## src/rtl/tdt_dm_rst_seq.sv

```systemverilog
// ----------------------------------------------------------------------------
// tdt_dm_rst_seq
//   Debug-module reset sequencer. It turns a level system-reset or hart-reset
//   request from the debug module into an active-low reset pulse of at least
//   PULSE_CYC cycles. It then waits up to TIMEOUT_CYC cycles for the target to
//   acknowledge, and reports completion or timeout.
//
// Parameters
//   PULSE_CYC   (2..1024) request pulse width in sys_apb_clk cycles
//   TIMEOUT_CYC (2..1024) maximum cycles spent waiting for sys_rst_ack
//
// Ports
//   sys_apb_clk        in   clock
//   sys_apb_rst_b      in   asynchronous active-low reset
//   pad_yy_scan_mode   in   scan mode: forces both request_b outputs high
//   pad_yy_scan_rst_b  in   scan reset (not used functionally)
//   dm_ndmreset_req    in   level request for a system reset
//   dm_hartreset_req   in   level request for a hart reset
//   sys_rst_ack        in   reset target has completed reset
//   seq_sys_rst_req_b  out  active-low system reset request
//   seq_hart_rst_req_b out  active-low hart reset request
//   seq_busy           out  sequencer not idle
//   seq_done           out  one-cycle pulse on entry to DONE
//   seq_timeout        out  sticky: last sequence ended by timeout
// ----------------------------------------------------------------------------
module tdt_dm_rst_seq #(
  parameter int PULSE_CYC   = 16,
  parameter int TIMEOUT_CYC = 1024
) (
  input  logic sys_apb_clk,
  input  logic sys_apb_rst_b,
  input  logic pad_yy_scan_mode,
  input  logic pad_yy_scan_rst_b,
  input  logic dm_ndmreset_req,
  input  logic dm_hartreset_req,
  input  logic sys_rst_ack,
  output logic seq_sys_rst_req_b,
  output logic seq_hart_rst_req_b,
  output logic seq_busy,
  output logic seq_done,
  output logic seq_timeout
);

  typedef enum logic [1:0] {
    S_IDLE     = 2'd0,
    S_ASSERT   = 2'd1,
    S_WAIT_ACK = 2'd2,
    S_DONE     = 2'd3
  } state_t;

  localparam logic       TYPE_SYS   = 1'b1;
  localparam logic       TYPE_HART  = 1'b0;
  localparam logic [9:0] PULSE_LAST = 10'(PULSE_CYC - 1);
  localparam logic [9:0] TMO_LAST   = 10'(TIMEOUT_CYC - 1);
  localparam logic [9:0] CNT_MAX    = 10'h3FF;

  state_t     r_state;
  logic [9:0] r_cnt;
  logic       r_type;
  logic       r_sys_b;
  logic       r_hart_b;
  logic       r_busy;
  logic       r_done;
  logic       r_timeout;

  // Scan reset is deliberately not routed anywhere.
  logic w_unused_scan_rst;
  assign w_unused_scan_rst = pad_yy_scan_rst_b;

  // The single counter serves as pulse counter in ASSERT and timeout counter
  // in WAIT_ACK. Every state entry below overrides it with 0.
  logic [9:0] w_cnt_inc;
  assign w_cnt_inc = (r_cnt == CNT_MAX) ? r_cnt : r_cnt + 10'd1;

  always_ff @(posedge sys_apb_clk or negedge sys_apb_rst_b) begin
    if (!sys_apb_rst_b) begin
      r_state   <= S_IDLE;
      r_cnt     <= 10'd0;
      r_type    <= TYPE_SYS;
      r_sys_b   <= 1'b1;
      r_hart_b  <= 1'b1;
      r_busy    <= 1'b0;
      r_done    <= 1'b0;
      r_timeout <= 1'b0;
    end else begin
      r_done <= 1'b0;
      r_cnt  <= w_cnt_inc;
      case (r_state)
        S_IDLE: begin
          r_cnt <= 10'd0;
          if (dm_ndmreset_req || dm_hartreset_req) begin
            // ndmreset has priority when both requests are high.
            r_state   <= S_ASSERT;
            r_type    <= dm_ndmreset_req ? TYPE_SYS : TYPE_HART;
            r_sys_b   <= ~dm_ndmreset_req;
            r_hart_b  <= dm_ndmreset_req;
            r_busy    <= 1'b1;
            r_timeout <= 1'b0;
          end
        end

        S_ASSERT: begin
          if (r_type == TYPE_HART && dm_ndmreset_req) begin
            // Escalate hart reset to system reset; restart the full pulse.
            r_type   <= TYPE_SYS;
            r_cnt    <= 10'd0;
            r_sys_b  <= 1'b0;
            r_hart_b <= 1'b1;
          end else if (r_cnt == PULSE_LAST) begin
            r_state  <= S_WAIT_ACK;
            r_cnt    <= 10'd0;
            r_sys_b  <= 1'b1;
            r_hart_b <= 1'b1;
          end
        end

        S_WAIT_ACK: begin
          if (r_type == TYPE_HART && dm_ndmreset_req) begin
            r_state  <= S_ASSERT;
            r_type   <= TYPE_SYS;
            r_cnt    <= 10'd0;
            r_sys_b  <= 1'b0;
            r_hart_b <= 1'b1;
          end else if (sys_rst_ack) begin
            // Ack is checked first, so it wins over a coincident timeout.
            r_state <= S_DONE;
            r_cnt   <= 10'd0;
            r_done  <= 1'b1;
          end else if (r_cnt == TMO_LAST) begin
            r_state   <= S_DONE;
            r_cnt     <= 10'd0;
            r_done    <= 1'b1;
            r_timeout <= 1'b1;
          end
        end

        S_DONE: begin
          // Hold until the debug module drops both requests, so a request
          // level that is still high does not restart the sequence.
          if (!dm_ndmreset_req && !dm_hartreset_req) begin
            r_state <= S_IDLE;
            r_cnt   <= 10'd0;
            r_busy  <= 1'b0;
          end
        end

        default: begin
          r_state  <= S_IDLE;
          r_cnt    <= 10'd0;
          r_sys_b  <= 1'b1;
          r_hart_b <= 1'b1;
          r_busy   <= 1'b0;
        end
      endcase
    end
  end

  // Scan mode releases both requests combinationally and leaves the FSM alone.
  assign seq_sys_rst_req_b  = r_sys_b  | pad_yy_scan_mode;
  assign seq_hart_rst_req_b = r_hart_b | pad_yy_scan_mode;
  assign seq_busy           = r_busy;
  assign seq_done           = r_done;
  assign seq_timeout        = r_timeout;

endmodule

```

## config.mk

```make
export PLATFORM = sky130hd
export DESIGN_NAME = tdt_dm_rst_seq
export DESIGN_NICKNAME = d
export VERILOG_FILES = /design/src/rtl/tdt_dm_rst_seq.sv
export SDC_FILE = /design/constraint.sdc
export NUM_CORES = 1
export LEC_CHECK = 0
export CAP_MARGIN = 10
export CORE_MARGIN = 4
export CORE_UTILIZATION = 62
export CTS_BUF_LIST = sky130_fd_sc_hd__clkbuf_4
export DETAILED_ROUTE_END_ITERATION = 8
export GPL_ROUTABILITY_DRIVEN = 0
export PLACE_DENSITY = 0.86
export SLEW_MARGIN = 20
export SYNTH_ARGS = -nofsm -noshare
export SYNTH_HDL_FRONTEND = slang
export SYNTH_SLANG_ARGS = --single-unit
```

## constraint.sdc

```tcl
create_clock -name sys_apb_clk -period 5 [get_ports sys_apb_clk]
set_clock_uncertainty 0.2 [all_clocks]
set_input_delay 1 -clock sys_apb_clk [delete_from_list [all_inputs] [get_ports sys_apb_clk]]
set_output_delay 1 -clock sys_apb_clk [all_outputs]
set_load 0.02 [all_outputs]
```

==> impl_metrics.py <==
metrics = {
    "outcome": {
        "status": "finished clean",
    },
    "layout": {
        "n_antenna_cell": 0,
        "layout_common_cells": "19 x nor2_1, 15 x dfrtp_1, 13 x a21oi_1, 10 x clkdlybuf4s50_1, 9 x nand2_1",
        "num-fill-cells": 119,
        "drive_gt1_frac": 0.116,
        "stdcell_area_sq_um": 1270,
        "nNetsFinal": 153,
        "area_delta_synth_final_pct": 13.8,
        "layout_commonest_cell": "nor2_1",
    },
    "drt": {
        "drt_pass1_iterations": 5,
        "vias": 1023,
        "routed_wl_um": 2510,
        "via_per_inst": 6.28,
        "ant_nets": 0,
        "drcViolationCount": 0,
        "first_iter_violations": 62,
        "wire_per_inst_um": 15.4,
    },
    "floorplan": {
        "die_h_um": 50.4,
        "core_area_sq_um": 1710,
        "rows": 15,
        "die_w_um": 50.4,
        "ioPinCount": 12,
        "initial_core_util": 0.652,
        "dieArea_sq_um": 2540,
    },
    "critical_path": {
        "critPathKind": "in -> out",
        "worstPathRequired_ps": 3800,
        "start_kind": "primary input",
        "cp_max_fo": 2,
        "cp-end-kind": "output pin",
        "cp.arrival_ps": 2260,
    },
    "global_route": {
        "antenna_found_initial": 0,
        "grt_max_degree": 19,
        "grt_usage": 0.232,
        "grt_pass1_vias": 968,
        "grt_first_pass_wirelength_um": 4310,
        "grt_overflow": 0,
    },
    "logic_synthesis": {
        "yosysSeqAreaShare": 0.408,
        "ys_seq_elements": 18,
        "yosys_warnings": 0,
        "synth_area_leaders": "dfrtp_1 34%, ha_1 7.9%, dfstp_2 7.1%, nor2_1 6.4%, a21oi_1 5.8%",
        "synth_nets": 140,
        "synth_top_area_cell": "dfrtp_1",
        "syn_area_sq_um": 1110,
        "yosys.cell_types.count": 34,
        "postSynthAreaPerCell_sq_um": 8.84,
        "synth_top_area_share": 0.337,
        "synth_cells": 126,
    },
    "sta": {
        "setup_viol": 0,
        "fin_crit_ps": 3460,
        "max_freq_ghz": 0.289,
        "finalCritPeriodShare": 0.692,
        "fin_tns_setup_ps": 0,
        "slew_headroom": 0.442,
        "worstMarginPinSlew_ps": 831,
        "slew_viol_final": 0,
        "grt_setup_unrepaired": "no",
        "hold_viol": 0,
    },
    "power": {
        "peakVddDrop_mv": 0.404,
        "power_density_nw_per_um2": 459,
        "leakage_uw": 0.000551,
    },
    "placed_design": {
        "hpwl_um": 1770,
        "portBuffers": 10,
        "postPlaceCellArea_sq_um": 1240,
    },
    "job": {
        "maxCapViolCount": 0,
    },
    "cts": {
        "clock-sinks": 18,
        "cts-root-buf": "clkbuf_4",
        "post-cts-setup-buffers": 0,
        "clk_latency_ps": 300,
        "cts_buffers": 3,
        "cts_resized": 0,
        "htreeDepth": 1,
        "cts_tree": "done",
        "postCtsHoldBufs": 0,
        "max-clock-path-buffers": 2,
        "clk_pin_slew_ps": 100,
    },
    "hold_path": {
        "hold_class": "reg -> reg",
    },
}
-- path summary, 6_finish.rpt --
| kind | endpoint | from | cells past startpoint | slack [ps] |
|---|---|---|---|---|
| max | seq_hart_rst_req_b | pad_yy_scan_mode | 3 | 1540 |
| min | r_hart_b$_DFFE_PN1P_ | r_hart_b$_DFFE_PN1P_ | 2 | 280 |
| max reg2reg | r_cnt[0]$_DFF_PN0_ | r_cnt[0]$_DFF_PN0_ | 8 | 2280 |
| min reg2reg | r_hart_b$_DFFE_PN1P_ | r_hart_b$_DFFE_PN1P_ | 2 | 280 |
| max in group asynchronous | seq_busy$_DFFE_PN0P_ | sys_apb_rst_b | 1 | 3150 |
| min in group asynchronous | r_cnt[7]$_DFF_PN0_ | sys_apb_rst_b | 1 | 950 |
-- sequential cells by signal, summed over array words and instances, names as in the netlist --
register	cells
r_cnt	10
seq_busy	1
r_sys_b	1
r_hart_b	1
seq_timeout	1
r_type	1
r_state	2
seq_done	1
-- cell type report --
cell class | instances | area, sq um | share of cell area
multi-input combinational | 98 | 622 | 0.491
sequential | 18 | 454 | 0.358
timing repair buffer | 10 | 100 | 0.0790
tap | 25 | 31.3 | 0.0247
clock buffer | 4 | 30.0 | 0.0237
inverter | 8 | 30.0 | 0.0237
-- kinds of logic (layout without fill, tap and decap cells) --
family,Yosys count,count (layout),share of synthesized area
AOI/OAI and AO/OA,31,31,0.181
xor gates and xnor gates,2,2,0.0157
adders and majority gates,7,7,0.0786
buffers and inverters,10,22,0.0337
DFF,18,18,0.408
muxes,5,5,0.0461
and+or+nand+nor,53,53,0.237
-- per-layer routing --
layer	vias up	global-route usage	wire, um
met2	64	0.346	1120
met3	14	0.0504	220
met1	472	0.293	1050
met4	0	0.170	119
met5	-	0	0
li1	473	-	-
-- per-stage QoR --
stage               instances  setup slack, ps  utilization  hold slack (ps)  power, uW
floorplan                 126             2420            -              241        417
global placement          159             1570        0.725              252        477
detailed placement        159             1530        0.725              264        492
CTS                       163             1530        0.742              281        578
global route              163             1510        0.742              305        625
finish                    163             1540        0.742              279        582
-- critical path: stages --
cell             delay, ps
clkdlybuf4s50_1        420
or2_2                  300
clkdlybuf4s50_1        540
-- where the power goes --
group | internal (uW) | leakage (uW) | switching, uW
clock network | 36.6 | 0.0000184 | 47.0
registers | 180 | 0.000231 | 22.8
logic | 121 | 0.000301 | 174
-- cell usage after synthesis --
master and count:
mux2_2 1, nand2_1 9, o211ai_1 2, or4b_1 1
dfrtp_1 15, xnor2_1 2, nand3_1 6, nor3_1 4
or2_2 4, inv_1 8, a31oi_1 3, mux2i_1 4
nor3b_1 1, o21ai_0 4, o311a_1 1, nand2b_1 1
nor4_1 3, ha_1 7, o2bb2ai_1 1, nand4_1 1
a311oi_1 1, or4_4 1, nor2b_1 1, nand3b_1 1
nor2_1 19, nor3_2 1, o21a_1 1, a221oi_2 1
a21oi_1 13, o21ai_2 1, o22a_1 1, dfstp_2 3
o21bai_1 2, clkbuf_1 2
(Power assumes the default switching activity.)
